<file path="config.mk">
export PLATFORM = sky130hd
export DESIGN_NAME = pixel_config_serializer
export DESIGN_NICKNAME = d
export VERILOG_FILES = /design/src/rtl/pixel_config_pkg.sv /design/src/rtl/pixel_sclk_gen.sv /design/src/rtl/pixel_config_serializer.sv
export SDC_FILE = /design/constraint.sdc
export NUM_CORES = 1
export LEC_CHECK = 0
export CAP_MARGIN = 40
export CORE_MARGIN = 4
export CORE_UTILIZATION = 25
export CTS_CLUSTER_SIZE = 10
export DETAILED_ROUTE_END_ITERATION = 8
export GPL_TIMING_DRIVEN = 0
export SLEW_MARGIN = 20
export SYNTH_ARGS = -nofsm -noshare
export SYNTH_HDL_FRONTEND = slang
export SYNTH_HIERARCHICAL = 1
export SYNTH_SLANG_ARGS = --single-unit
</file>
<file path="constraint.sdc">
create_clock -name CLK_IN -period 8.1 [get_ports CLK_IN]
set_clock_uncertainty 0.2 [all_clocks]
set_input_delay 1.62 -clock CLK_IN [delete_from_list [all_inputs] [get_ports CLK_IN]]
set_output_delay 1.62 -clock CLK_IN [all_outputs]
set_load 0.005 [all_outputs]
</file>
<file path="src/rtl/pixel_config_pkg.sv">
// Shared types and helpers for the MIC4 pixel-configuration serializer.
package pixel_config_pkg;

   typedef enum logic [6:0] {
      IDLE  = 7'b000_0001,
      CHECK = 7'b000_0010,
      READ  = 7'b000_0100,
      LAT   = 7'b000_1000,
      LOAD  = 7'b001_0000,
      SHIFT = 7'b010_0000,
      GAP   = 7'b100_0000
   } state_t;

   localparam int GAP_CNT_W = 8;

   function automatic int clog2(input int value);
      int result;
      result = 32'sd0;
      while ((32'sd1 << result) < value) begin
         result = result + 32'sd1;
      end
      return result;
   endfunction

endpackage

</file>
<file path="src/rtl/pixel_sclk_gen.sv">
// S_CLK divider and bit-phase generator: low half then high half per bit,
// with strobes telling the serializer when the next edge falls, rises or ends the word.
module pixel_sclk_gen
   import pixel_config_pkg::*;
#(
   parameter int DATA_WIDTH = 15,
   parameter int CLK_DIV    = 1
) (
   input  logic CLK_IN,
   input  logic RESET,
   input  logic start,
   input  logic enable,
   input  logic abort,
   output logic fall_stb,
   output logic rise_stb,
   output logic last_bit_stb,
   output logic s_clk
);

   localparam int BIT_W = clog2(DATA_WIDTH);
   localparam int DIV_W = (clog2(CLK_DIV) > 32'sd1) ? clog2(CLK_DIV) : 32'sd1;
   localparam logic [DIV_W-1:0] DIV_LAST = DIV_W'(CLK_DIV - 32'sd1);
   localparam logic [BIT_W-1:0] BIT_LAST = BIT_W'(DATA_WIDTH - 32'sd1);

   logic [DIV_W-1:0] div_r;
   logic [BIT_W-1:0] bit_r;
   logic             high_r;
   logic             div_end_s;
   logic             bit_end_s;

   assign div_end_s    = (div_r == DIV_LAST);
   assign bit_end_s    = (bit_r == BIT_LAST);
   assign rise_stb     = enable & div_end_s & ~high_r;
   assign last_bit_stb = enable & div_end_s & high_r & bit_end_s;
   // start drops S_CLK for the first bit on the same edge that enters SHIFT
   assign fall_stb     = start | (enable & div_end_s & high_r & ~bit_end_s);

   // Divider, half-phase and bit counters plus the registered S_CLK.
   always_ff @(posedge CLK_IN or posedge RESET) begin
      if (RESET) begin
         div_r  <= '0;
         bit_r  <= '0;
         high_r <= 1'b0;
         s_clk  <= 1'b1;
      end else if (abort) begin
         div_r  <= '0;
         bit_r  <= '0;
         high_r <= 1'b0;
         s_clk  <= 1'b1;
      end else if (start) begin
         div_r  <= '0;
         bit_r  <= '0;
         high_r <= 1'b0;
         s_clk  <= 1'b0;
      end else if (enable) begin
         if (div_end_s) begin
            div_r <= '0;
            if (high_r) begin
               high_r <= 1'b0;
               if (bit_end_s) begin
                  s_clk <= 1'b1;
               end else begin
                  bit_r <= bit_r + BIT_W'(1'b1);
                  s_clk <= 1'b0;
               end
            end else begin
               high_r <= 1'b1;
               s_clk  <= 1'b1;
            end
         end else begin
            div_r <= div_r + DIV_W'(1'b1);
         end
      end else begin
         div_r  <= '0;
         bit_r  <= '0;
         high_r <= 1'b0;
         s_clk  <= 1'b1;
      end
   end

endmodule

</file>
<file path="src/rtl/pixel_config_serializer.sv">
// MIC4 pixel-configuration serializer: pops FIFO words and shifts them out over
// S_CLK/S_DATA between BUSY checks, capturing the chip's serial readback.
module pixel_config_serializer
   import pixel_config_pkg::*;
#(
   parameter int DATA_WIDTH      = 15,
   parameter bit SHIFT_DIRECTION = 1'b1,
   parameter int CLK_DIV         = 1,
   parameter int WORD_GAP        = 0,
   parameter int WCNT_WIDTH      = 16
) (
   input  logic                  CLK_IN,
   input  logic                  RESET,
   input  logic                  START,
   input  logic                  STOP,
   input  logic [DATA_WIDTH-1:0] DATA_IN,
   input  logic                  EMPTY,
   input  logic                  BUSY,
   input  logic                  S_DIN,
   output logic                  RD_FIFO,
   output logic                  S_CLK,
   output logic                  S_DATA,
   output logic [DATA_WIDTH-1:0] RB_DATA,
   output logic                  RB_VALID,
   output logic [WCNT_WIDTH-1:0] WORD_CNT,
   output logic                  ACTIVE,
   output logic                  DONE
);

   localparam logic [GAP_CNT_W-1:0] GAP_LAST =
      (WORD_GAP > 32'sd0) ? GAP_CNT_W'(WORD_GAP - 32'sd1) : {GAP_CNT_W{1'b0}};

   state_t                 state_r;
   logic [DATA_WIDTH-1:0]  shift_r;
   logic [DATA_WIDTH-1:0]  rb_r;
   logic [GAP_CNT_W-1:0]   gap_r;
   logic                   fall_stb_s;
   logic                   rise_stb_s;
   logic                   last_bit_stb_s;
   logic                   start_s;
   logic                   enable_s;

   assign start_s  = (state_r == LOAD);
   assign enable_s = (state_r == SHIFT);

   pixel_sclk_gen #(
      .DATA_WIDTH (DATA_WIDTH),
      .CLK_DIV    (CLK_DIV)
   ) u_sclk_gen (
      .CLK_IN       (CLK_IN),
      .RESET        (RESET),
      .start        (start_s),
      .enable       (enable_s),
      .abort        (STOP),
      .fall_stb     (fall_stb_s),
      .rise_stb     (rise_stb_s),
      .last_bit_stb (last_bit_stb_s),
      .s_clk        (S_CLK)
   );

   // Run-control FSM with the data, readback and gap registers and all outputs.
   always_ff @(posedge CLK_IN or posedge RESET) begin
      if (RESET) begin
         state_r  <= IDLE;
         shift_r  <= '0;
         rb_r     <= '0;
         gap_r    <= '0;
         RD_FIFO  <= 1'b0;
         S_DATA   <= 1'b0;
         RB_DATA  <= '0;
         RB_VALID <= 1'b0;
         WORD_CNT <= '0;
         ACTIVE   <= 1'b0;
         DONE     <= 1'b0;
      end else begin
         RD_FIFO  <= 1'b0;
         RB_VALID <= 1'b0;
         DONE     <= 1'b0;
         if (STOP) begin
            state_r <= IDLE;
            S_DATA  <= 1'b0;
            ACTIVE  <= 1'b0;
         end else begin
            case (state_r)
               IDLE: begin
                  if (START) begin
                     state_r  <= CHECK;
                     WORD_CNT <= '0;
                     ACTIVE   <= 1'b1;
                  end else begin
                     ACTIVE <= 1'b0;
                  end
               end
               CHECK: begin
                  if (EMPTY) begin
                     state_r <= IDLE;
                     DONE    <= 1'b1;
                     ACTIVE  <= 1'b0;
                  end else if (!BUSY) begin
                     state_r <= READ;
                     RD_FIFO <= 1'b1;
                  end else begin
                     state_r <= CHECK;
                  end
               end
               READ: state_r <= LAT;
               LAT:  state_r <= LOAD;
               LOAD: begin
                  shift_r <= DATA_IN;
                  rb_r    <= '0;
                  S_DATA  <= SHIFT_DIRECTION ? DATA_IN[DATA_WIDTH-1] : DATA_IN[0];
                  state_r <= SHIFT;
               end
               SHIFT: begin
                  if (last_bit_stb_s) begin
                     RB_DATA  <= rb_r;
                     RB_VALID <= 1'b1;
                     S_DATA   <= 1'b0;
                     gap_r    <= '0;
                     if (WORD_CNT != {WCNT_WIDTH{1'b1}}) begin
                        WORD_CNT <= WORD_CNT + WCNT_WIDTH'(1'b1);
                     end else begin
                        WORD_CNT <= WORD_CNT;
                     end
                     state_r <= (WORD_GAP > 32'sd0) ? GAP : CHECK;
                  end else if (fall_stb_s) begin
                     if (SHIFT_DIRECTION) begin
                        S_DATA  <= shift_r[DATA_WIDTH-2];
                        shift_r <= {shift_r[DATA_WIDTH-2:0], 1'b0};
                     end else begin
                        S_DATA  <= shift_r[1];
                        shift_r <= {1'b0, shift_r[DATA_WIDTH-1:1]};
                     end
                  end else if (rise_stb_s) begin
                     // readback follows the same bit order as the outgoing word
                     if (SHIFT_DIRECTION) begin
                        rb_r <= {rb_r[DATA_WIDTH-2:0], S_DIN};
                     end else begin
                        rb_r <= {S_DIN, rb_r[DATA_WIDTH-1:1]};
                     end
                  end else begin
                     state_r <= SHIFT;
                  end
               end
               GAP: begin
                  if (gap_r == GAP_LAST) begin
                     state_r <= CHECK;
                  end else begin
                     gap_r <= gap_r + GAP_CNT_W'(1'b1);
                  end
               end
               default: begin
                  state_r <= IDLE;
                  S_DATA  <= 1'b0;
                  ACTIVE  <= 1'b0;
               end
            endcase
         end
      end
   end

endmodule
</file>
==> results by group <==
Global route
  – Gr usage total: 11.1%
  – Grt ovf: 0
  – Initial antenna violation count: 0
  – Largest net degree at the start of global routing: 41
  – First-pass GRT wire length: 15.5 mm
  – Vias in the first global route: 3206

Timing
  – Relative slew slack: 53.3%
  – Tightest Pin Transition: 695 ps
  – Final period utilization: 49.1%
  – Final setup fails: 0
  – Final Max Slew Viols: 0
  – Final TNS setup: 0 ps
  – Tmin final: 3980 ps
  – Fmax: 251 MHz
  – Unrepaired setup endpoints after global routing: no
  – Hold violation count in the final report: 0

Worst setup path
  – Worst Setup SP: state_r[1]
  – Crit path DAT: 4030 ps
  – CP startpoint kind: register
  – Source of the worst register-to-register timing path: state_r[1]
  – CP max FO: 10
  – CP Class: register to register
  – Worst EP required: 8160 ps
  – Worst setup EP type: register

Drt
  – Drt pass-1 iters: 4
  – DRC viols: 0
  – Routed vias/inst: 4.85
  – Via count: 3114
  – WL final: 9.22 mm
  – Starting DRT DRC Count: 123
  – Routed wire per std cell: 14.4 microns
  – Antenna Violating Nets Remaining: 0

Power
  – Leak: 2.21 nW
  – Max IR drop VDD: 0.108 mV
  – Power per cell area: 172 nW/um^2
  – Tot Pwr: 0.000841 W

Logic synthesis
  – Avg Cell Area, Syn: 9.87 sq um
  – Area contributors post-synth: dfrtp_1 (50%), nand2_1 (5.9%), a22o_1 (3.7%)
  – Top FF cell, synth: dfrtp_1
  – Mapped Area: 3780 sq um
  – Synth top area share: 49.6%
  – Largest area contributor in the netlist: dfrtp_1
  – Cell count after synthesis: 383
  – EDFF count, synth: 0
  – Seq/Total Area, Yosys: 51.0%
  – Synthesized flop and latch total: 77
  – Async SR Flop Fraction: 100%
  – Syn nets: 408
  – Synth warn: 6
  – Synth unique cells: 62

Floorplanning
  – # IOs: 59
  – Core Box Area: 14700 sq um
  – Initial Util: 25.7%
  – Core Rows: 44
  – Overall die area: 17200 sq um
  – Die Wd: 131 microns
  – Die Ht: 131 microns

Clocking
  – Clk slew on worst S/H paths: 60 ps
  – Inserted Clock Buffers: 9
  – CTS Root Cell: clkbuf_16
  – Longest Clk Path Bufs: 2
  – CTS tree: done
  – Clk_lat worst skew: 330 ps
  – H-tree levels: 3
  – CTS Hold Bufs: 0
  – Sink Count: 77
  – Post-CTS setup repair buffer count: 0
  – Post-CTS Resized: 0

Job
  – Number of max-cap violations: 0

Layout
  – Commonest cells after routing, fill and taps aside: dfrtp_1 (75), nand2_1 (59), clkdlybuf4s50_1 (58)
  – Commonest non-fill, non-tap cell in the layout: dfrtp_1
  – Layout cells sized above 1: 10.3%
  – Syn-to-layout area delta: 29.5%
  – Fillers: 1485
  – Final nets: 478
  – Ant diodes: 0
  – Multi-input logic area: 1690 sq um
  – Reg area: 1930 sq um

Outcome
  – Outcome: finished, final reports clean

Placed design
  – Placer Congestion: 0.825
  – Final HPWL DP: 6.69 mm
  – I/O Buffers: 58

Min path
  – Hold Crit Class: register to register
  – Hold Startpoint: RB_DATA[11]
[state kept, by name, indices dropped and copies added (netlist names), 4 cells and up]
signal	count
RB_DATA	15
WORD_CNT	16
rb_r	15
shift_r	14
state_r	6
u_sclk_gen/bit_r	4
[per-stage QoR]
stage          utilization, %  hold slack [ps]  setup slack (ps)  instance area [sq um]  instances
6_report                 33.3              272              4120                   4900        642
5_1_grt                  33.3              293              3820                   4900        642
4_1_cts                  33.3              274              4100                   4900        642
3_5_place_dp             31.4              263              4110                   4610        626
3_3_place_gp             31.2              263              3160                   4590        625
2_1_floorplan               -              239              4490                   3780        383
[critical path, stage by stage (launching register included)]
cell and delay [ps]:
dfrtp_1 470, nor4_4 430, nand2_4 140, buf_2 230, buf_1 290, inv_1 190, nand2_1 90, nor2_1 450
nand4b_2 480, a31oi_4 460, buf_4 240, a21oi_1 80, mux2i_1 130
[worst paths after layout]
path / endpoint / slack [ps] / cells past startpoint
max: WORD_CNT[8] / 4120 / 12
min: RB_DATA[11] / 270 / 2
max reg2reg: WORD_CNT[8] / 4120 / 12
min reg2reg: RB_DATA[11] / 270 / 2
max in group asynchronous: state_r[0] / 5630 / 3
min in group asynchronous: u_sclk_gen/bit_r[3] / 1400 / 2
[metal layers]
layer  wire (microns)  share of wire, %  global-route usage [%]
met1             4410                48                    15.0
met2             4360                47                    17.8
met3              315               3.4                    2.24
met4              142               1.5                    3.93
met5                0                 0                       0
[synthesized netlist by cell type (6+ instances only)]
master and n:
nand2_1 59, inv_1 17, nand3_1 10, mux2i_1 14, dfrtp_1 75, nand4_1 6, nor3b_1 17, nor2_1 31
o21ai_0 19, a21oi_1 26, clkbuf_1 7, buf_2 9, a22o_1 16
[power breakdown]
group,internal [W],total [W],switching (W)
Combinational,0.0000293,0.0000624,0.0000331
Clock,0.000211,0.000380,0.000169
Sequential,0.000392,0.000399,0.00000665
Total,0.000633,0.000841,0.000209
[cell families after synthesis]
family	synth area share, %
and+or+nand+nor	22.9
AOI/OAI and AO/OA	16.4
DFF	51.0
buffers and inverters	4.27
muxes	4.00
adders and majority gates	0.993
xor gates and xnor gates	0.463
[layout make-up]
class | count | share of cell area, %
buffer | 19 | 1.92
clock buffer | 9 | 4.60
clock inverter | 7 | 1.18
inverter | 18 | 1.43
multi-input combinational | 269 | 34.5
sequential | 77 | 39.4
tap | 184 | 4.70
timing repair buffer | 59 | 12.3
Note: power is estimated with default switching activity, not from simulation.
